## src/rtl/spi_master.sv

```systemverilog
// SPI mode-0 master: MSB-first byte transfers with full-duplex receive and
// multi-byte frames that hold chip select low until a byte flagged last.
module spi_master #(
  parameter int unsigned CLK_DIV = 4
) (
  input  logic       clk_i,
  input  logic       rst_n_i,
  input  logic       tx_vld_i,
  input  logic [7:0] tx_data_i,
  input  logic       tx_last_i,
  output logic       tx_rdy_o,
  output logic       rx_vld_o,
  output logic [7:0] rx_data_o,
  output logic       busy_o,
  output logic       spi_sclk_o,
  output logic       spi_mosi_o,
  output logic       spi_cs_n_o,
  input  logic       spi_miso_i
);

  localparam int unsigned DIV_W  = (CLK_DIV > 1) ? $clog2(CLK_DIV) : 1;
  localparam int unsigned HALF_W = 5;
  localparam logic [DIV_W-1:0]  DIV_MAX        = DIV_W'(CLK_DIV - 1);
  localparam logic [HALF_W-1:0] HALF_LAST_FALL = HALF_W'(15);
  localparam logic [HALF_W-1:0] HALF_DONE      = HALF_W'(16);

  typedef enum logic [2:0] {
    S_IDLE  = 3'd0,
    S_SETUP = 3'd1,
    S_XFER  = 3'd2,
    S_NEXT  = 3'd3,
    S_END   = 3'd4
  } state_e;

  state_e            state_q, state_d;
  logic [DIV_W-1:0]  div_q, div_d;
  logic [HALF_W-1:0] half_q, half_d;
  logic [6:0]        tx_sr_q, tx_sr_d;   // bits still to send after the one on MOSI
  logic [7:0]        rx_sr_q, rx_sr_d;
  logic              last_q, last_d;
  logic              sclk_q, sclk_d;
  logic              mosi_q, mosi_d;
  logic              cs_n_q, cs_n_d;
  logic              rx_vld_q, rx_vld_d;
  logic [7:0]        rx_data_q, rx_data_d;
  logic              tx_rdy_q, tx_rdy_d;
  logic              busy_q, busy_d;
  logic              miso_q;
  logic              accept;
  logic              tick;

  // State and datapath registers
  always_ff @(posedge clk_i or negedge rst_n_i) begin
    if (!rst_n_i) begin
      state_q   <= S_IDLE;
      div_q     <= '0;
      half_q    <= '0;
      tx_sr_q   <= '0;
      rx_sr_q   <= '0;
      last_q    <= 1'b0;
      sclk_q    <= 1'b0;
      mosi_q    <= 1'b0;
      cs_n_q    <= 1'b1;
      rx_vld_q  <= 1'b0;
      rx_data_q <= '0;
      tx_rdy_q  <= 1'b1;
      busy_q    <= 1'b0;
      miso_q    <= 1'b0;
    end else begin
      state_q   <= state_d;
      div_q     <= div_d;
      half_q    <= half_d;
      tx_sr_q   <= tx_sr_d;
      rx_sr_q   <= rx_sr_d;
      last_q    <= last_d;
      sclk_q    <= sclk_d;
      mosi_q    <= mosi_d;
      cs_n_q    <= cs_n_d;
      rx_vld_q  <= rx_vld_d;
      rx_data_q <= rx_data_d;
      tx_rdy_q  <= tx_rdy_d;
      busy_q    <= busy_d;
      miso_q    <= spi_miso_i;
    end
  end

  // Next-state, SCLK generation and shift logic
  always_comb begin
    state_d   = state_q;
    div_d     = div_q;
    half_d    = half_q;
    tx_sr_d   = tx_sr_q;
    rx_sr_d   = rx_sr_q;
    last_d    = last_q;
    sclk_d    = sclk_q;
    mosi_d    = mosi_q;
    cs_n_d    = cs_n_q;
    rx_vld_d  = 1'b0;
    rx_data_d = rx_data_q;
    accept    = tx_vld_i & tx_rdy_q;
    tick      = (div_q == DIV_MAX);

    case (state_q)
      S_IDLE, S_NEXT: begin
        if (accept) begin
          state_d = S_SETUP;
          div_d   = '0;
          tx_sr_d = tx_data_i[6:0];
          last_d  = tx_last_i;
          mosi_d  = tx_data_i[7];
          cs_n_d  = 1'b0;
        end
      end
      S_SETUP: begin
        if (tick) begin
          state_d = S_XFER;
          div_d   = '0;
          half_d  = '0;
        end else begin
          div_d = div_q + DIV_W'(1);
        end
      end
      S_XFER: begin
        // First cycle of each high phase: miso_q holds MISO taken at the rise
        if (sclk_q && (div_q == '0)) begin
          rx_sr_d = {rx_sr_q[6:0], miso_q};
        end
        if (half_q == HALF_DONE) begin
          rx_data_d = rx_sr_q;
          rx_vld_d  = 1'b1;
          half_d    = '0;
          div_d     = '0;
          if (last_q) begin
            state_d = S_END;
            cs_n_d  = 1'b1;
          end else begin
            state_d = S_NEXT;
          end
        end else if (tick) begin
          div_d  = '0;
          sclk_d = ~sclk_q;
          half_d = half_q + HALF_W'(1);
          if (sclk_q && (half_q != HALF_LAST_FALL)) begin
            mosi_d  = tx_sr_q[6];
            tx_sr_d = {tx_sr_q[5:0], 1'b0};
          end
        end else begin
          div_d = div_q + DIV_W'(1);
        end
      end
      S_END: begin
        if (tick) begin
          state_d = S_IDLE;
          div_d   = '0;
          mosi_d  = 1'b0;
        end else begin
          div_d = div_q + DIV_W'(1);
        end
      end
      default: begin
        state_d = S_IDLE;
        cs_n_d  = 1'b1;
        sclk_d  = 1'b0;
        mosi_d  = 1'b0;
      end
    endcase

    tx_rdy_d = (state_d == S_IDLE) || (state_d == S_NEXT);
    busy_d   = (state_d != S_IDLE);
  end

  assign tx_rdy_o   = tx_rdy_q;
  assign rx_vld_o   = rx_vld_q;
  assign rx_data_o  = rx_data_q;
  assign busy_o     = busy_q;
  assign spi_sclk_o = sclk_q;
  assign spi_mosi_o = mosi_q;
  assign spi_cs_n_o = cs_n_q;

endmodule

```

## config.mk

```make
export PLATFORM = sky130hd
export DESIGN_NAME = spi_master
export DESIGN_NICKNAME = d
export VERILOG_FILES = /design/src/rtl/spi_master.sv
export SDC_FILE = /design/constraint.sdc
export NUM_CORES = 1
export LEC_CHECK = 0
export CORE_MARGIN = 1.5
export CORE_UTILIZATION = 62
export CTS_CLUSTER_SIZE = 12
export DETAILED_ROUTE_END_ITERATION = 12
export DONT_BUFFER_PORTS = 1
export MAX_ROUTING_LAYER = met4
export PLACE_DENSITY = 0.78
export SLEW_MARGIN = 20
export SYNTH_ARGS = -nofsm -noshare
export SYNTH_HDL_FRONTEND = slang
export SYNTH_SLANG_ARGS = --single-unit
```

## constraint.sdc

```tcl
create_clock -name clk_i -period 2.7 [get_ports clk_i]
set_input_delay 0.27 -clock clk_i [delete_from_list [all_inputs] [get_ports clk_i]]
set_output_delay 0.27 -clock clk_i [all_outputs]
set_load 0.01 [all_outputs]
```

==> results.md <==
- Clk sink count: 41
- Number of flops mapped to enable cells by yosys: 0
- Critical path type: flop to flop
- Yosys warnings: 0
- Busiest layer in global routing: met2
- RSZ-0062 raised after global routing: false
- Hold Path Class: primary input to flop
- Fraction of layout instances using a drive strength above 1: 29.05%
- Mean Syn Cell Area: 11.82 µm²
- Cell taking the most area after synthesis: dfrtp_1
- Synth top area share: 47.71%
- Static leakage: 1.015 nW
- Clock Root Buffer: clkbuf_4
- CTS Buffer Depth: 2
- Largest cells by area after synthesis: dfrtp_1 48%, mux2_2 15%, ha_1 3.1%
- Worst hold stages: 2
- Fillers: 223
- Ant diodes: 0
- DIE AREA: 3653 µm²
- FF-to-FF Start: half_q[0]
- Die X: 60.44 µm
- Starting density of the core: 65.93%
- Final hold vios: 0
- Nets@finish: 196
- Antenna violations before repair: 0
- Status: finished, final reports clean
- M3 GR Usage: 7.463%
- Wire length per cell: 16.24 µm
- R2R Path End: tx_sr_q[5]
- CP max FO: 7
- Max Freq: 405.9 MHz
- Most common cell after layout, fill and taps aside: dfrtp_1
- Pin count of the biggest net entering global routing: 42
- Post-DP HPWL: 2.615 mm
- Gr ovfl total: 0
- CTS H-Tree Depth: 2
- Die Span Y: 60.44 µm
- Final setup viols: 0
- Rows: 20
- Fin crit period: 2464 ps
- Worst Skew: 7.475 ps
- Worst hold slack: 57.99 ps
- Post_cts resized: 0
- Final GP Congestion: 0.8736
- Reg2reg setup slack: 240 ps
- Clk pin slew, worst setup/hold paths: 120 ps
- Design Area, Final: 2182 µm²
- Pre-CTS setup slack: 279.2 ps
- Maximum VDD drop: 480.3 µV
- Initial drt markers: 76
- Power density cells: 879.8 nW/µm²
- Relative slew slack: 57.34%
- Register area: 1028 µm²
- GRT Total Usage: 24.00%
- Setup bufs post-CTS: 0
- M1 GR Usage: 28.67%
- FFs w/ async S/R, synth: 100.0%
- Pre-antenna DRT Iters: 4
- Critical path origin: half_q[0]
- Area grow syn2layout: 6.667%
- Max-cap violations: 0
- Post-synthesis sequential area ratio: 50.28%
- CP Capture Type: flop
- R2r worst-path depth: 7
- Final period util: 91.24%
- Setup crit start kind: flop
- CTS Buf Count: 5
- Critical Path AT: 2700 ps
- Routed vias: 1,377
- Placed Area: 2077 µm²
- Post-synthesis cell area: 2046 µm²
- DR DRC count: 0
- Yosys reg bits: 41
- Via density: 6.175
- First-pass GRT wire length: 6.230 mm
- Mapped Cells: 173
- Worst setup margin: 236.5 ps
- Critical path capture point: tx_sr_q[5]
- TritonCTS clock tree: yes
- Final Max Slew Viols: 0
- WL final: 3.622 mm
- Most frequent cells in the layout: 39 x dfrtp_1, 28 x mux2_2, 12 x inv_1
- Area of the multi-input gates: 910.9 µm²
- Core area: 3103 µm²
- Worst Tran Pin Value: 638.7 ps
- Syn nets: 191
- Ports: 27
- Port bufs: 0
- Vias in the first global route: 1,365
- Unique cell type count in the Yosys netlist: 49
- Top_reg_cell synth: dfrtp_1
- Setup TNS: 0 ps
- DRT antenna net count: 0
- Met2 GRT Util: 36.80%
- Post-layout util: 70.32%
- Data required, critical path: 2940 ps
- Clock latency on the worst-skew pair: 340 ps
==> logic make-up after synthesis <==
| family | share of synthesized area [%] |
|---|---|
| AOI/OAI and AO/OA | 11.68 |
| xor gates and xnor gates | 0.4282 |
| buffers and inverters | 5.199 |
| adders and majority gates | 3.058 |
| DFF | 50.28 |
| muxes | 17.86 |
| and+or+nand+nor | 11.50 |
==> worst max-delay path, stage by stage (launching register included) <==
cell      delay, ps
dfrtp_1         420
ha_1            240
and3_1          190
ha_1            180
nor2b_1         170
nand4_1         130
a211oi_2        610
mux2_2          400
==> where the power goes <==
part           leakage (nW)  total [mW]  internal, mW  switching (mW)
Clock                0.0382       0.319         0.127           0.192
Combinational         0.449       0.703         0.363           0.340
Sequential            0.528       0.898         0.770           0.128
==> what timing repair did <==
action | CTS | global route
endpoints found under the setup margin | 0 | 0
hold endpoints to repair | 42 | 0
hold buffers | 3 | 0
==> final cells by class <==
class,instances,area share [%]
Clock buffer,6,2.351
Clock inverter,2,0.6307
Inverter,12,2.064
Multi-Input combinational cell,110,41.74
Sequential cell,41,47.13
Tap cell,44,2.523
Timing Repair Buffer,8,3.555
==> flip-flops by register name, indices dropped and copies added, names as in the netlist, 2 cells and up <==
signal	cells
div_q	2
half_q	5
rx_data_o	8
rx_sr_q	8
state_q	3
tx_sr_q	7
==> cells in the mapped netlist (2+ instances only) <==
cell,n
dfrtp_1,39
mux2_2,28
inv_1,12
o21ai_0,9
nand2_1,6
a21oi_1,5
ha_1,5
nor3_1,5
buf_2,4
nor2b_1,4
and3_1,3
clkbuf_1,3
nor3b_1,3
a22o_1,2
a31oi_1,2
and2_1,2
buf_6,2
dfstp_2,2
mux2_4,2
mux2i_1,2
nand4_1,2
nor2_1,2
nor4bb_1,2
or2_2,2
==> per-stage QoR <==
step	power [mW]	cells
finish	1.920	223
global route	2.068	223
CTS	1.936	223
detailed placement	1.594	212
global placement	1.547	212
floorplan	1.465	173
==> routing by layer <==
layer / up-vias / routed length (µm)
met5: - / 0
met4: 0 / 82
met3: 10 / 241
met2: 54 / 1802
met1: 678 / 1496
li1: 635 / -
==> how the worst min path moves through the flow <==
stage	from	to	slack [ps]
after floorplan	rst_n_i	busy_o	-30
after global placement	rst_n_i	spi_sclk_o	-20
final	tx_data_i[0]	tx_sr_q[0]	60
after CTS	tx_data_i[0]	tx_sr_q[0]	40
after global routing	tx_data_i[0]	tx_sr_q[0]	40
after detailed placement	rst_n_i	div_q[1]	-20
(Power assumes the default switching activity.)
